<file path="src/rtl/alu_uart_host.sv">
// ---------------------------------------------------------------------------
// alu_uart_host
//
// Host-side initiator for the UART ALU command protocol. Accepts one request
// {op, A, B}, sends it as a 5-byte frame through a UART transmitter byte
// interface, collects the 2-byte result (high byte first) from a UART receiver
// byte interface and presents it on a valid/ready response port.
//
// Command frame: {5'b0, op}, A[15:8], A[7:0], B[15:8], B[7:0].
//
// Handshakes: a transfer happens on a rising clk edge where valid and ready
// are both high; valid, once raised, holds its payload stable until that edge.
//
// Optional feature (macro RESP_TIMEOUT_EN): each response byte must arrive
// within TIMEOUT_CYCLES clocks, otherwise the transaction completes with
// resp_result = 0 and resp_timeout = 1. Without the macro the RX states wait
// indefinitely and resp_timeout is tied low.
//
// Ports:
//   clk, rst                 clock, asynchronous active-high reset
//   req_valid/req_ready      request handshake; req_op, req_a, req_b payload
//   resp_valid/resp_ready    response handshake; resp_result, resp_timeout
//   tx_data, tx_start        byte and one-cycle strobe to the transmitter
//   tx_busy                  transmitter busy
//   rx_data, rx_valid        byte and one-cycle strobe from the receiver
//   stray_rx                 sticky: byte received outside the RX states
//   fsm_state                current FSM state, for observation
// ---------------------------------------------------------------------------
module alu_uart_host #(
    parameter int TIMEOUT_CYCLES = 100000,
    parameter int CNT_W          = 17
) (
    input  logic        clk,
    input  logic        rst,
    input  logic        req_valid,
    output logic        req_ready,
    input  logic [2:0]  req_op,
    input  logic [15:0] req_a,
    input  logic [15:0] req_b,
    output logic        resp_valid,
    input  logic        resp_ready,
    output logic [15:0] resp_result,
    output logic        resp_timeout,
    output logic [7:0]  tx_data,
    output logic        tx_start,
    input  logic        tx_busy,
    input  logic [7:0]  rx_data,
    input  logic        rx_valid,
    output logic        stray_rx,
    output logic [2:0]  fsm_state
);

    localparam logic [2:0] IDLE     = 3'd0;
    localparam logic [2:0] TX_LOAD  = 3'd1;
    localparam logic [2:0] TX_ACK   = 3'd2;
    localparam logic [2:0] TX_DRAIN = 3'd3;
    localparam logic [2:0] RX_HI    = 3'd4;
    localparam logic [2:0] RX_LO    = 3'd5;
    localparam logic [2:0] RESP     = 3'd6;

    logic [2:0]  state;
    logic [2:0]  idx;
    logic [2:0]  op_q;
    logic [15:0] a_q;
    logic [15:0] b_q;
    logic [7:0]  res_hi;
    logic [7:0]  cur_byte;

`ifdef RESP_TIMEOUT_EN
    localparam logic [CNT_W-1:0] CNT_LAST = CNT_W'(TIMEOUT_CYCLES - 1);
    logic [CNT_W-1:0] cnt;
`else
    // Timeout parameters have no effect in this build.
    localparam int unused_timeout_cfg = TIMEOUT_CYCLES + CNT_W;
    assign resp_timeout = 1'b0;
`endif

    assign fsm_state = state;

    always_comb begin
        cur_byte = 8'h00;
        case (idx)
            3'd0:    cur_byte = {5'b0, op_q};
            3'd1:    cur_byte = a_q[15:8];
            3'd2:    cur_byte = a_q[7:0];
            3'd3:    cur_byte = b_q[15:8];
            3'd4:    cur_byte = b_q[7:0];
            default: cur_byte = 8'h00;
        endcase
    end

    always_ff @(posedge clk or posedge rst) begin
        if (rst) begin
            state       <= IDLE;
            idx         <= 3'd0;
            op_q        <= 3'd0;
            a_q         <= 16'h0000;
            b_q         <= 16'h0000;
            res_hi      <= 8'h00;
            req_ready   <= 1'b1;
            resp_valid  <= 1'b0;
            resp_result <= 16'h0000;
            tx_data     <= 8'h00;
            tx_start    <= 1'b0;
            stray_rx    <= 1'b0;
`ifdef RESP_TIMEOUT_EN
            resp_timeout <= 1'b0;
            cnt          <= '0;
`endif
        end else begin
            tx_start <= 1'b0;

            // Bytes outside the RX states are dropped; this includes a byte
            // arriving on the very edge that enters RX_HI.
            if (rx_valid && state != RX_HI && state != RX_LO) begin
                stray_rx <= 1'b1;
            end

            case (state)
                IDLE: begin
                    if (req_valid) begin
                        op_q      <= req_op;
                        a_q       <= req_a;
                        b_q       <= req_b;
                        idx       <= 3'd0;
                        req_ready <= 1'b0;
                        state     <= TX_LOAD;
                    end
                end
                TX_LOAD: begin
                    if (!tx_busy) begin
                        tx_data  <= cur_byte;
                        tx_start <= 1'b1;
                        state    <= TX_ACK;
                    end
                end
                TX_ACK: begin
                    // Wait for the transmitter to acknowledge the strobe.
                    if (tx_busy) begin
                        state <= TX_DRAIN;
                    end
                end
                TX_DRAIN: begin
                    if (!tx_busy) begin
                        if (idx == 3'd4) begin
                            state <= RX_HI;
`ifdef RESP_TIMEOUT_EN
                            cnt   <= '0;
`endif
                        end else begin
                            idx   <= idx + 3'd1;
                            state <= TX_LOAD;
                        end
                    end
                end
                RX_HI: begin
                    if (rx_valid) begin
                        res_hi <= rx_data;
                        state  <= RX_LO;
`ifdef RESP_TIMEOUT_EN
                        cnt    <= '0;
                    end else if (cnt == CNT_LAST) begin
                        resp_result  <= 16'h0000;
                        resp_timeout <= 1'b1;
                        resp_valid   <= 1'b1;
                        state        <= RESP;
                    end else begin
                        cnt <= cnt + 1'b1;
`endif
                    end
                end
                RX_LO: begin
                    if (rx_valid) begin
                        resp_result <= {res_hi, rx_data};
                        resp_valid  <= 1'b1;
                        state       <= RESP;
`ifdef RESP_TIMEOUT_EN
                        resp_timeout <= 1'b0;
                    end else if (cnt == CNT_LAST) begin
                        resp_result  <= 16'h0000;
                        resp_timeout <= 1'b1;
                        resp_valid   <= 1'b1;
                        state        <= RESP;
                    end else begin
                        cnt <= cnt + 1'b1;
`endif
                    end
                end
                RESP: begin
                    if (resp_ready) begin
                        resp_valid <= 1'b0;
                        req_ready  <= 1'b1;
                        state      <= IDLE;
                    end
                end
                default: begin
                    resp_valid <= 1'b0;
                    req_ready  <= 1'b1;
                    state      <= IDLE;
                end
            endcase
        end
    end

endmodule
</file>
<file path="config.mk">
export PLATFORM = sky130hd
export DESIGN_NAME = alu_uart_host
export DESIGN_NICKNAME = d
export VERILOG_FILES = /design/src/rtl/alu_uart_host.sv
export SDC_FILE = /design/constraint.sdc
export NUM_CORES = 1
export LEC_CHECK = 0
export ABC_CLOCK_PERIOD_IN_PS = 2300
export CAP_MARGIN = 0
export CORE_AREA = 5 5 103 86
export CTS_CLUSTER_SIZE = 24
export DETAILED_ROUTE_END_ITERATION = 10
export DIE_AREA = 0 0 108 91
export GPL_TIMING_DRIVEN = 0
export PLACE_DENSITY = 0.75
export SKIP_LAST_GASP = 1
export SYNTH_ARGS = -nofsm -noshare
export SYNTH_HDL_FRONTEND = slang
export SYNTH_SLANG_ARGS = --single-unit
</file>
<file path="constraint.sdc">
create_clock -name clk -period 2.3 [get_ports clk]
set_input_delay 0.345 -clock clk [delete_from_list [all_inputs] [get_ports clk]]
set_output_delay 0.345 -clock clk [all_outputs]
set_load 0.05 [all_outputs]
</file>
==> results.tsv <==
stage	metric	value	unit
route	drt_iter0_drc	40	
synthesis	syn_inst	247	
setup_path	r2r_cells	7	
route	wire_per_inst	16.7	um
pwr	powerDensity	1300	mW/mm^2
clocking	path_clk_slew	0.09	ns
clocking	clk_path_buf_depth	2	
setup_path	arrival	2.35	ns
placement	gp_congestion	0.757	
route	wl	7530	um
timing	worst_slew_pin_slew	0.695	ns
setup_path	r2r_end	tx_data[2]	
timing	rsz0062_at_grt	false	
timing	fin_crit_sh	0.920	
setup_path	cp_max_fo	10	
route	dr.pass1.iters	4	
synthesis	async_flop_share	1.00	
floorplanning	fp.dieH	91	um
clocking	clk_latency	0.35	ns
finish	layout.nets	392	
finish	post-route-cell-area	0.00459	sq mm
clocking	cts_buffers	9	
synthesis	synth_area	0.00338	sq mm
timing	setup_viol	0	
global_route	grt_max_degree	31	
setup_path	r2r_start	idx[2]	
clocking	clock_sinks	77	
worst_hold_path	min_path_type	primary input to asynchronous set/reset pin	
floorplanning	die_area	0.00983	sq mm
synthesis	synth_ff_type	dfrtp_1	
synthesis	yosys_register_bits	77	
global_route	grt_overflow	0	
global_route	grt_pass1_vias	2476	
synthesis	avgSynthCellArea	13.7	sq um
finish	fillCellCount	647	
synthesis	ys_seq_area_frac	0.571	
setup_path	cp-endpoint	tx_data[2]	
finish	syn_to_final_growth	35.9	%
synthesis	synth.distinct_cells	40	
floorplanning	fp-row-count	29	
setup_path	path_class	register to register	
route	drcViolationCount	0	
timing	slew_headroom	0.534	
clocking	cts-root-buf	clkbuf_8	
placement	dp_hpwl	5640	um
floorplanning	initial_core_util	0.439	
placement	pre_cts_slack	-0.0869	ns
setup_path	crit_path_end_kind	register	
pwr	power.total	5.98	mW
setup_path	startpoint	idx[2]	
timing	min_period	2.11	ns
run_status	status	finished, final reports clean	
setup_path	critPathRequiredTime	2.53	ns
pwr	peakVddDrop	0.524	mV
timing	fin_skew	0.00978	ns
clocking	tritoncts	done	
timing	hold_viol	0	
global_route	antenna_found_initial	0	
finish	antenna_cells	0	
placement	post_dp_cell_area	0.00435	sq mm
setup_path	rrSetupSlack	0.19	ns
floorplanning	die_x	108	um
route	ant_nets	0	
clocking	htree_levels	3	
floorplanning	core	0.00769	sq mm
placement	portBuffers	79	
timing	layout_setup_ws	0.185	ns
synthesis	ys_warn_count	0	
timing	slew_violations	0	
route	routed_via_density	5.13	
setup_path	crit_path_start_kind	register	
clocking	cts_hold_buffers	0	
run	maxCapViolations	0	
synthesis	synth_fp_nets	301	
pwr	p_leak	1.97	nW
global_route	grt_usage	0.163	
global_route	grt_pass1_wl	12600	um
floorplanning	io_pins	81	
synthesis	synth-edff-count	0	
route	vias	2310	
finish	drive_gt1_frac	0.272	
timing	fmax	473	MHz
-- power by group --
group / switching [mW] / total (mW) / internal [mW]
clock network: 0.494 / 1.21 / 0.717
logic: 1.38 / 2.51 / 1.12
registers: 0.349 / 2.27 / 1.92
total: 2.23 / 5.98 / 3.76
-- state kept, by name, summed over array words and instances (netlist names) --
signal,flops
tx_start,1
resp_result,16
idx,3
op_q,3
resp_valid,1
a_q,16
stray_rx,1
tx_data,8
fsm_state,3
res_hi,8
b_q,16
req_ready,1
-- cells by family (layout without fill, tap and decap cells) --
family                   after synthesis  in the layout  share of synthesized area
other                                  1              1                    0.00111
AND/OR/NAND/NOR                       35             35                     0.0612
multiplexers                          65             65                      0.227
flip-flops                            77             77                      0.571
AO/OA/AOI/OAI                         41             41                     0.0897
adder cells (fa/ha/maj)                5              5                     0.0185
buffers and inverters                 23            118                     0.0315
-- per-stage QoR --
stage	util	cells	hold WS, ns	TNS (ns)
finish	0.596	450	0.404	0
global route	0.596	450	0.440	0
CTS	0.596	450	0.407	0
detailed placement	0.566	436	0.456	-0.190
global placement	0.560	434	0.450	-0.183
floorplan	-	247	0.477	0
-- worst max-delay path, cell delays in order (launching register included) --
cell and delay [ns]:
dfrtp_2 0.49, buf_2 0.26, clkinv_1 0.27, ha_1 0.28, buf_1 0.22, nand2_1 0.13
o2111ai_1 0.10, mux2_2 0.27
-- how the worst min path moves through the flow --
stage                   start              end  slack [ns]  depth (start not counted)
global placement     stray_rx         stray_rx        0.45                          1
global route              rst          op_q[2]        0.44                          2
finish                    rst          op_q[2]        0.40                          2
CTS                       rst          op_q[2]        0.41                          2
floorplan           res_hi[2]  resp_result[10]        0.48                          1
detailed placement   stray_rx         stray_rx        0.46                          1
-- routing by layer --
metal  part of all wire  vias up  global-route usage
li1                   -     1084                   -
met1               0.44     1166               0.214
met2               0.49       51               0.267
met3              0.051        9              0.0440
met4              0.013        0              0.0473
met5                  0        -                   0
-- placed cells by master (no fill, tap or decap), types with 2 or more instances in the layout --
cell and instances:
clkbuf_1 5, nand2_1 9, o2111ai_1 3, bufinv_16 3, clkinv_4 2, a32oi_1 8, buf_2 7, inv_1 5
o21ai_0 6, mux2_2 52, nand3b_1 7, a31oi_1 6, a21oi_1 4, mux2i_1 3, clkbuf_8 9, nor2b_1 5
o31ai_1 4, a22o_1 2, mux2_4 10, ha_1 5, clkdlybuf4s50_1 79, nor2_1 7, dfrtp_1 75
-- synthesized netlist by cell type (5+ instances only) --
cell	number	area, sq um
a31oi_1	6	37.5
a32oi_1	8	70.1
buf_2	7	35.0
clkbuf_1	6	22.5
dfrtp_1	76	1900
ha_1	5	62.6
inv_1	6	22.5
mux2_2	52	586
mux2_4	10	150
nand2_1	9	33.8
nand3b_1	7	52.6
nor2_1	7	26.3
nor2b_1	5	31.3
o21ai_0	6	30.0
-- area by class of cell --
type                            count  area [sq um]  share of cell area
Inverter                            7          30.0             0.00655
Buffer                             15          76.3              0.0166
Sequential cell                    77          1930               0.421
Timing Repair Buffer               81           838               0.183
Clock inverter                      6           113              0.0245
Clock buffer                        9           124              0.0270
Tap cell                          108           135              0.0295
Multi-Input combinational cell    147          1340               0.292
-- timing repair --
action                     in CTS  in global routing
buffers inserted                0                  0
pin swaps                       0                  0
resized for setup               0                  1
cloned                          0                  0
setup endpoints to repair       3                  4
No activity file was read; power rests on OpenSTA's default activity.
